<file path="config.mk">
export PLATFORM = sky130hd
export DESIGN_NAME = m2_sram_writer
export DESIGN_NICKNAME = d
export VERILOG_FILES = /design/src/rtl/m2_sram_writer.sv
export SDC_FILE = /design/constraint.sdc
export NUM_CORES = 1
export LEC_CHECK = 0
export CAP_MARGIN = 15
export CORE_UTILIZATION = 35
export DETAILED_ROUTE_END_ITERATION = 6
export DONT_BUFFER_PORTS = 1
export SETUP_SLACK_MARGIN = 0.05
export SLEW_MARGIN = 10
export SYNTH_ARGS = -nofsm -noshare
export SYNTH_HDL_FRONTEND = slang
export SYNTH_SLANG_ARGS = --single-unit
</file>
<file path="constraint.sdc">
create_clock -name clk -period 9 [get_ports clk]
set_clock_uncertainty 0.1 [all_clocks]
set_input_delay 2.25 -clock clk [delete_from_list [all_inputs] [get_ports clk]]
set_output_delay 2.25 -clock clk [all_outputs]
set_load 0.01 [all_outputs]
</file>
<file path="src/rtl/m2_sram_writer.sv">
// m2_sram_writer: reads one 8x8 block of S values, clips each to 8 bits and writes pixel pairs to SRAM.
// Rev 1.0
`default_nettype none

module m2_sram_writer #(
  parameter logic [17:0] Y_BASE           = 18'd0,
  parameter logic [17:0] U_BASE           = 18'd38400,
  parameter logic [17:0] V_BASE           = 18'd57600,
  parameter int          Y_WORDS_PER_ROW  = 160,
  parameter int          UV_WORDS_PER_ROW = 80
) (
  input  logic        clk,
  input  logic        reset,
  input  logic        start,
  input  logic [1:0]  segment,
  input  logic [4:0]  block_row,
  input  logic [5:0]  block_col,
  output logic [5:0]  S_RAM_address,
  input  logic [31:0] S_RAM_read_data,
  output logic [17:0] SRAM_address,
  output logic [15:0] SRAM_write_data,
  output logic        SRAM_we_n,
  output logic        busy,
  output logic        done
);

  typedef enum logic [2:0] {
    IDLE = 3'd0,
    LI_0 = 3'd1,
    LI_1 = 3'd2,
    CC_0 = 3'd3,
    CC_1 = 3'd4,
    DONE = 3'd5
  } state_t;

  state_t      state, state_nxt;
  logic [1:0]  seg_q, seg_nxt;
  logic [4:0]  row_q, row_nxt;
  logic [5:0]  col_q, col_nxt;
  logic [5:0]  cc_q, cc_nxt;
  logic [7:0]  even_q, even_nxt;
  logic [5:0]  s_addr_nxt;
  logic [17:0] sram_addr_nxt;
  logic [15:0] wdata_nxt;
  logic        we_n_nxt, busy_nxt, done_nxt;

  logic [7:0]  clip_val;
  logic [7:0]  pix_row;
  logic [17:0] row_off_y, row_off_uv, seg_base, seg_row_off, word_addr;

  // Constant multiply expanded into a sum of shifted copies of the operand.
  function automatic logic [17:0] mul_const(input logic [17:0] a, input int k);
    logic [17:0] acc;
    acc = '0;
    for (int b = 0; b < 18; b++) begin
      if (k[b]) acc = acc + (a << b);
    end
    return acc;
  endfunction

  always_comb begin
    clip_val = S_RAM_read_data[7:0];
    if ($signed(S_RAM_read_data) < 32'sd0)
      clip_val = 8'h00;
    else if ($signed(S_RAM_read_data) > 32'sd255)
      clip_val = 8'hFF;
  end

  // Word k = cc_q[5:1]: image row offset cc_q[5:3], word column cc_q[2:1].
  assign pix_row    = {row_q, cc_q[5:3]};
  assign row_off_y  = mul_const({10'd0, pix_row}, Y_WORDS_PER_ROW);
  assign row_off_uv = mul_const({10'd0, pix_row}, UV_WORDS_PER_ROW);

  always_comb begin
    seg_base    = V_BASE;
    seg_row_off = row_off_uv;
    case (seg_q)
      2'd0: begin
        seg_base    = Y_BASE;
        seg_row_off = row_off_y;
      end
      2'd1: seg_base = U_BASE;
      default: seg_base = V_BASE;
    endcase
  end

  assign word_addr = seg_base + seg_row_off + {10'd0, col_q, 2'b00} + {16'd0, cc_q[2:1]};

  always_comb begin
    state_nxt     = state;
    seg_nxt       = seg_q;
    row_nxt       = row_q;
    col_nxt       = col_q;
    cc_nxt        = cc_q;
    even_nxt      = even_q;
    s_addr_nxt    = S_RAM_address;
    sram_addr_nxt = SRAM_address;
    wdata_nxt     = SRAM_write_data;
    we_n_nxt      = 1'b1;
    busy_nxt      = busy;
    done_nxt      = 1'b0;
    case (state)
      IDLE: begin
        if (start) begin
          seg_nxt   = segment;
          row_nxt   = block_row;
          col_nxt   = block_col;
          cc_nxt    = 6'd0;
          busy_nxt  = 1'b1;
          state_nxt = LI_0;
        end
      end
      LI_0: begin
        s_addr_nxt = 6'd0;
        state_nxt  = LI_1;
      end
      LI_1: begin
        s_addr_nxt = 6'd1;
        state_nxt  = CC_0;
      end
      CC_0: begin
        even_nxt = clip_val;
        if (cc_q < 6'd62) s_addr_nxt = cc_q + 6'd2;
        cc_nxt    = cc_q + 6'd1;
        state_nxt = CC_1;
      end
      CC_1: begin
        wdata_nxt     = {even_q, clip_val};
        we_n_nxt      = 1'b0;
        sram_addr_nxt = word_addr;
        if (cc_q < 6'd62) s_addr_nxt = cc_q + 6'd2;
        cc_nxt    = cc_q + 6'd1;
        state_nxt = (cc_q == 6'd63) ? DONE : CC_0;
      end
      DONE: begin
        busy_nxt  = 1'b0;
        done_nxt  = 1'b1;
        state_nxt = IDLE;
      end
      default: state_nxt = IDLE;
    endcase
  end

  always_ff @(posedge clk or negedge reset) begin
    if (!reset) begin
      state           <= IDLE;
      seg_q           <= 2'd0;
      row_q           <= 5'd0;
      col_q           <= 6'd0;
      cc_q            <= 6'd0;
      even_q          <= 8'd0;
      S_RAM_address   <= 6'd0;
      SRAM_address    <= 18'd0;
      SRAM_write_data <= 16'd0;
      SRAM_we_n       <= 1'b1;
      busy            <= 1'b0;
      done            <= 1'b0;
    end else begin
      state           <= state_nxt;
      seg_q           <= seg_nxt;
      row_q           <= row_nxt;
      col_q           <= col_nxt;
      cc_q            <= cc_nxt;
      even_q          <= even_nxt;
      S_RAM_address   <= s_addr_nxt;
      SRAM_address    <= sram_addr_nxt;
      SRAM_write_data <= wdata_nxt;
      SRAM_we_n       <= we_n_nxt;
      busy            <= busy_nxt;
      done            <= done_nxt;
    end
  end

endmodule

`default_nettype wire

</file>
**Yosys cells after proc, flatten, opt, wreduce, memory -nomap -nowiden**

Index checks and enable logic that the tools add are counted.

- Equality and inequality tests: 9
- Divide/modulo/power cells: 0
- $mul: 0
- Mux-type cells: 15
- $add $sub $neg: 7
- Order comparisons: 3
- Bitwise logic cells: 0
- Reduce and logical (&&, ||, !) cells: 10
- Shift-type cells: 0

Operators by type and width:

| cell | number |
|---|---|
| $gt A32 B9 Y1 const B | 1 |
| $lt A32 B1 Y1 const B | 1 |
| $pmux W16 S2 | 1 |
| $add A18 B18 Y18 | 1 |
| $add A18 B2 Y18 | 1 |
| $add A18 B8 Y18 | 1 |
| $mux W18 | 1 |
| $pmux W6 S3 | 1 |
| $add A13 B15 Y16 | 1 |
| $mux W8 | 2 |
| $add A12 B14 Y15 | 1 |
| $pmux W3 S5 | 1 |
| $mux W6 | 2 |
| $pmux W6 S2 | 1 |
| $reduce_and A2 Y1 | 4 |
| $add A6 B1 Y6 const B | 1 |
| $add A6 B2 Y6 const B | 1 |
| $eq A3 B2 Y1 const B | 2 |
| $eq A3 B3 Y1 const B | 2 |
| $eq A6 B6 Y1 const B | 1 |
| $lt A6 B6 Y1 const B | 1 |
| $mux W3 | 2 |
| $reduce_bool A2 Y1 | 2 |
| $eq A3 B1 Y1 const B | 1 |
| other kinds (9) | 11 |

- Input port bits: 48
- ROM bits: 0
- Register bits after elaboration: 73
- Latch bits: 0
- Bits in writable memories: 0
- Logic and storage cells: 56
- Memories kept: 0
- Output and inout bits: 43

**Depth between registers and ports, before layout**

Gate-level depths: netlist of the first run.

- Depth after elaboration: 5
- Gate-level depth with buffers: 16
- Depth with buffers taken out: 16

**Worst setup path before layout of the first run**

Ideal clock, no wire load.

- Path type: input to register
- From: in start
- To: reg col_q[2]
- Slack: 5.551 ns
- Buffers on the path: 1
- Setup time: 0.125 ns
- Data arrival time: 3.224 ns
- Required time: 8.775 ns
- Stages: 3
- Cell sequence: nor4b_4 buf_2 mux2_2

- Longest elaborated chain between the ends: 1

RTL lines:

| item | RTL line | source |
|---|---|---|
| from (decl) | 14 | `input logic start,` |
| $reduce_and A2 Y1 (no line) | n/a |  |
| to (signal assigned) | 162 | `col_q <= col_nxt;` |
| to (decl) | 39 | `logic [5:0] col_q, col_nxt;` |

Every way passes these cells.
A chain may end at the register's enable or synchronous reset.

**Worst setup path after layout of the first run**

- From: reg cc_q[3]
- To: reg SRAM_address[15]

- Longest elaborated chain between the ends: 5
- Elaborated cells on any way between the ends: 6
- Classes of those cells: add/sub (5); mux (1)

RTL lines:

| item | RTL line | source |
|---|---|---|
| from (decl) | 40 | `logic [5:0] cc_q, cc_nxt;` |
| from (signal assigned) | 163 | `cc_q <= cc_nxt;` |
| $add A13 B15 Y16 / $add A12 B14 Y15 (equally long branches) | 56 | `if (k[b]) acc = acc + (a << b);` |
| $mux W18 * | 77 | `case (seg_q)` |
| $add A18 B18 Y18 * | 87 | `assign word_addr = seg_base + seg_row_off + {10'd0, col_q, 2'b00} + {16'd0, cc_q[2:1]};` |
| $add A18 B8 Y18 * | 87 |  |
| $add A18 B2 Y18 * | 87 |  |
| to (signal assigned) | 166 | `SRAM_address <= sram_addr_nxt;` |
| to (decl) | 20 | `output logic [17:0] SRAM_address,` |

Every way passes the cells marked *; elsewhere a longest branch is shown, timed or not.

==> flow_summary.yaml, run 1 <==
clocking:
  holdBufCountCts: 0
  cts.sinks: 72
  cts_max_level: 3
  cts_buffer_depth: 2
  cts_tree: "yes"
  clkLatencyLatePin_ns: 0.35
  cts_made_buffers: 9
  clk_root_buffer_cell: "clkbuf_8"
  clkTransAtPathRegs_ns: 0.08
  cts_setup_buffers: 0
  cts_resized: 0
grt:
  grt_pass1_wl_mm: 13.6
  use_met1_pct: 18.2
  top_usage_layer: "met2"
  use_met2_pct: 26.0
  grt_max_degree: 73
  globalRouteOverflowTotal: 0
  antenna_found_initial: 0
  grtUsageTotal_pct: 15.6
  grt_pass1_vias: 2802
  grt_use_met3_pct: 5.23
logic_synthesis:
  synth.most_common_cell: "nand2_1"
  syn-cell-area_um2: 3860
  synth_ff_type: "dfrtp_1"
  synth_nets: 479
  yosysTopAreaCell: "dfrtp_1"
  synth_common_cells: "nand2_1 (85), dfrtp_1 (71), o21ai_0 (40)"
  async_flop_share_pct: 100
  ys_types: 58
  synth_top_area_share_pct: 46.1
  seq_area_frac_synth_pct: 46.7
  avgSynthCellArea_um2: 9.43
  ys_top_cells_by_area: "dfrtp_1 (46%), nand2_1 (8.3%), ha_1 (6.5%), o21ai_0 (5.2%), mux2_2 (3.5%)"
  postSynthCellCount: 409
  ys_ff_latch: 72
  synth-edff-count: 0
  yosys_warnings: 0
pwr:
  p_leak_nw: 1.93
  powerDensity_nw_per_um2: 407
  ir_drop_mv: 0.135
drt:
  drtIter0Drc: 159
  vias: 2837
  drt_wl_total_mm: 8.33
  drc_errors: 0
  vias_per_cell: 5.19
  antenna_left: 0
  wl_per_cell_um: 15.2
  firstDrtPassIters: 4
final_layout:
  fin_area_um2: 4190
  drive_above_1_share_pct: 10.2
  area_growth_pct: 8.63
  stdcell_count: 547
  fill_cells: 1034
  nets: 476
  diodes: 0
  finish.utilization_pct: 39.9
timing:
  setup_viol: 0
  tns_ns: 0
  hold_viol_final: 0
  whs_ns: 0.372
  rsz0062_at_grt: "no"
  slew_headroom_pct: 29.0
  drv_slew: 0
  fin_crit_ns: 3.49
  clock.fmax_mhz: 287
  finalCritPeriodShare_pct: 38.7
  tightestPinTransition_ns: 1.06
critical_path:
  worstPathArrival_ns: 3.63
  cp_max_fo: 10
  critPathLaunchType: "register"
  crit_path_end_kind: "register"
  cp.required_ns: 9.14
  crit_type: "reg -> reg"
die:
  core_area_um2: 10500
  start_util_pct: 36.7
  die_area_um2: 11400
  fp.dieH_um: 107
  num_io_pins: 91
  row_count: 37
  fp.dieW_um: 107
placement:
  dp_hpwl_mm: 6.15
  place_congestion: 0.827
  dpl.cell_count: 531
  port_buffers: 0
  placed_area_um2: 3970
outcome:
  status: "finished, final reports clean"
worst_hold_path:
  hold_path.class: "reg -> reg"
job:
  maxCapViolCount: 0
-- layout make-up --
class / count / area [um^2] / share of cell area, %
timing repair buffer: 2 / 15.0 / 0.358
inverter: 13 / 48.8 / 1.16
multi-input combinational: 308 / 1930 / 46.1
clock buffer: 11 / 141 / 3.37
sequential: 72 / 1800 / 43.0
clock inverter: 5 / 78.8 / 1.88
tap: 136 / 170 / 4.06
-- routing by layer --
layer / vias to the layer above / wire length, um / share of wire, %
li1: 1411 / - / -
met2: 86 / 4000 / 48
met3: 10 / 583 / 7.0
met1: 1330 / 3600 / 43
met4: 0 / 150 / 1.8
met5: - / 0 / 0
-- cell usage in the layout, fill, tap and decap left out, drive strengths merged, types with 2 or more instances in the layout --
| cell | count |
|---|---|
| xnor2 | 6 |
| mux2i | 4 |
| mux2 | 12 |
| clkbuf | 11 |
| nor2 | 24 |
| nand3 | 22 |
| nor3 | 8 |
| a211oi | 3 |
| o21bai | 9 |
| a21o | 6 |
| o21a | 3 |
| nor2b | 3 |
| o31ai | 2 |
| fa | 2 |
| or3 | 3 |
| nand2b | 3 |
| nand2 | 86 |
| o22ai | 4 |
| bufinv | 2 |
| xor2 | 8 |
| o211ai | 3 |
| clkinv | 2 |
| ha | 20 |
| buf | 2 |
| nor4 | 6 |
| inv | 14 |
| o21ai | 40 |
| dfrtp | 71 |
| a21oi | 13 |
-- path summary, 6_finish.rpt --
check,start,endpoint,slack [ns],cells after the start
worst min-delay path,even_q[2],SRAM_write_data[10],0.37,2
min in group asynchronous,reset,S_RAM_address[3],1.48,0
worst min register to register,even_q[2],SRAM_write_data[10],0.37,2
worst max register to register,cc_q[3],SRAM_address[15],5.51,16
max in group asynchronous,reset,SRAM_we_n,7.10,0
worst max-delay path,cc_q[3],SRAM_address[15],5.51,16
-- cells by family after synthesis --
logic type,share of synthesized area (%)
AND/OR/NAND/NOR,20.1
AO/OA/AOI/OAI,14.5
flip-flops,46.7
buffers and inverters,3.15
adder cells (fa/ha/maj),7.53
multiplexers,4.54
XOR/XNOR,3.37
other,0.0972
-- critical path: stages, from the launching register on --
cell	delay, ns
dfrtp_1	0.56
ha_1	0.23
inv_1	0.05
fa_1	0.38
nand2b_1	0.19
a21oi_4	0.16
a21o_1	0.14
a21o_1	0.14
xnor2_1	0.14
mux2i_1	0.11
ha_1	0.33
a21oi_1	0.24
inv_1	0.07
a21oi_1	0.24
nor3_1	0.08
a21oi_1	0.13
nand3_1	0.09
-- flip-flops by register name, summed over array words and instances (netlist names) --
register	cells
state	3
busy	1
SRAM_we_n	1
row_q	5
col_q	6
cc_q	6
even_q	8
SRAM_address	17
S_RAM_address	6
done	1
seg_q	2
SRAM_write_data	16
-- stage by stage --
stage                     power [mW]  setup slack, ns
after CTS                       1.73             5.49
after global placement          1.41             5.13
after floorplan                 1.26             5.55
after detailed placement        1.43             5.13
after global routing            1.87             5.17
final                           1.71             5.51
-- where the power goes --
group          switching (mW)  leakage, nW  internal (mW)
clock network           0.125        0.114          0.164
logic                   0.468        0.914          0.328
registers               0.158        0.900          0.464
Power figures use the tool's default switching activity.
==> run 2: changes to the inputs <==
- clock period: 9 -> 3.3 ns (I/O delays scaled with it)
==> flow_summary.yaml, run 2 (synthesis gave the netlist of run 1 again) <==
outcome:
  status: "finished, final reports clean"
clocking:
  holdBufCountCts: 0
  cts_made_buffers: 9
  cts_buffer_depth: 2
  clk_root_buffer_cell: "clkbuf_8"
  cts.sinks: 72
  cts_tree: "yes"
  cts_max_level: 3
  clkTransAtPathRegs_ns: 0.08
  clkLatencyLatePin_ns: 0.35
timing:
  tns_ns: 0
  clock.fmax_mhz: 319
  drv_slew: 0
  whs_ns: 0.0627
  tightestPinTransition_ns: 0.581
  hold_viol_final: 0
  fin_crit_ns: 3.14
  setup_viol: 0
  finalCritPeriodShare_pct: 95.0
  slew_headroom_pct: 60.8
drt:
  drt_wl_total_mm: 8.90
  drtIter0Drc: 159
  wl_per_cell_um: 16.0
  firstDrtPassIters: 4
  drc_errors: 0
  antenna_left: 0
  vias_per_cell: 5.22
  vias: 2906
pwr:
  p_clk_share_pct: 13.6
  p_leak_nw: 1.97
  swShare_pct: 45.3
  ir_drop_mv: 0.402
  p_comb_share_pct: 50.7
  powerDensity_nw_per_um2: 1120
  p_switching_mw: 2.16
  seqPwrFrac_pct: 35.7
  p_int_mw: 2.60
worst_hold_path:
  hold_path.class: "in -> async"
final_layout:
  finish.utilization_pct: 40.5
  area_growth_pct: 10.4
  largestRegisters: "SRAM_address: 17 flops, SRAM_write_data: 16 flops, even_q: 8 flops"
  regMostFlops: "SRAM_address"
  largest_register_ffs: 17
  final_common_cell: "nand2_1"
  fin_area_um2: 4260
  diodes: 0
  stdcell_count: 557
  final_cell_mix: "nand2_1 (85), dfrtp_1 (71), o21ai_0 (39)"
  drive_above_1_share_pct: 13.5
  nets: 486
placement:
  dp_hpwl_mm: 6.45
  dpl.cell_count: 535
  port_buffers: 0
  placed_area_um2: 4000
  place_congestion: 0.859
die:
  fp.dieH_um: 107
  core_area_um2: 10500
  start_util_pct: 36.7
  die_area_um2: 11400
  row_count: 37
  fp.dieW_um: 107
  num_io_pins: 91
critical_path:
  cp_max_fo: 4
  critPathLaunchType: "register"
  crit_path_end_kind: "register"
  crit_type: "reg -> reg"
  r2r_cells: 16
  cp.required_ns: 3.43
  worstPathArrival_ns: 3.27
grt:
  grt_pass1_vias: 2934
  globalRouteOverflowTotal: 0
  grt_max_degree: 73
  antenna_found_initial: 0
  grtUsageTotal_pct: 16.7
  grt_pass1_wl_mm: 14.5
job:
  maxCapViolCount: 0
## run 2: area by class of cell
| class | count | area (um^2) |
|---|---|---|
| Clock buffer | 13 | 159 |
| Clock inverter | 3 | 17.5 |
| Fill cell | 1040 | 6250 |
| Inverter | 13 | 48.8 |
| Multi-Input combinational cell | 308 | 1970 |
| Sequential cell | 72 | 1800 |
| Tap cell | 136 | 170 |
| Timing Repair Buffer | 12 | 90.1 |
## run 2: metrics by stage
| stage | setup slack (ns) | total power [mW] |
|---|---|---|
| CTS | 0.0859 | 4.63 |
| global route | -0.0406 | 5.21 |
| detailed placement | 0.0710 | 3.94 |
| finish | 0.164 | 4.76 |
| floorplan | 0.261 | 3.44 |
| global placement | 0.167 | 3.86 |
## run 2: path summary, 6_finish.rpt
kind,from,to,slack (ns)
max,cc_q[3],SRAM_address[15],0.16
max in group asynchronous,reset,SRAM_we_n,2.83
min reg2reg,even_q[3],SRAM_write_data[11],0.37
min in group clk,even_q[3],SRAM_write_data[11],0.37
max reg2reg,cc_q[3],SRAM_address[15],0.16
min,reset,row_q[4],0.06
## run 2: worst max-delay path, stage by stage (launching register included)
cell and delay, ns:
dfrtp_1 0.36, ha_1 0.17, inv_1 0.06, fa_2 0.34, nand2b_4 0.15, a21oi_4 0.15
a21o_1 0.14, a21o_1 0.15, xnor2_1 0.13, mux2i_1 0.10, ha_1 0.37, a21oi_2 0.23
inv_1 0.08, a21oi_2 0.18, nor3_1 0.07, a21oi_1 0.15, nand3_1 0.10
## run 2: power by group through the flow
stage,combinational (mW),sequential (mW),clock [mW]
global placement,2.15,1.71,0
floorplan,1.86,1.58,0
CTS,2.25,1.71,0.672
finish,2.41,1.70,0.645
detailed placement,2.22,1.72,0
global route,2.73,1.76,0.717
## run 2: metal layers
metal | share of wire (%) | global-route usage (%) | up-vias | wire length [um]
li1 | - | - | 1433 | -
met1 | 42 | 19.2 | 1368 | 3770
met2 | 49 | 29.0 | 92 | 4360
met3 | 6.8 | 4.68 | 13 | 606
met4 | 1.8 | 7.34 | 0 | 157
met5 | 0 | 0 | - | 0
## run 2: repair_timing
item | CTS | global route
hold endpoints to repair | 0 | 0
setup endpoints to repair | 1 | 3
buffers inserted | 0 | 6
pin swaps | 0 | 3
gates resized for setup | 1 | 7
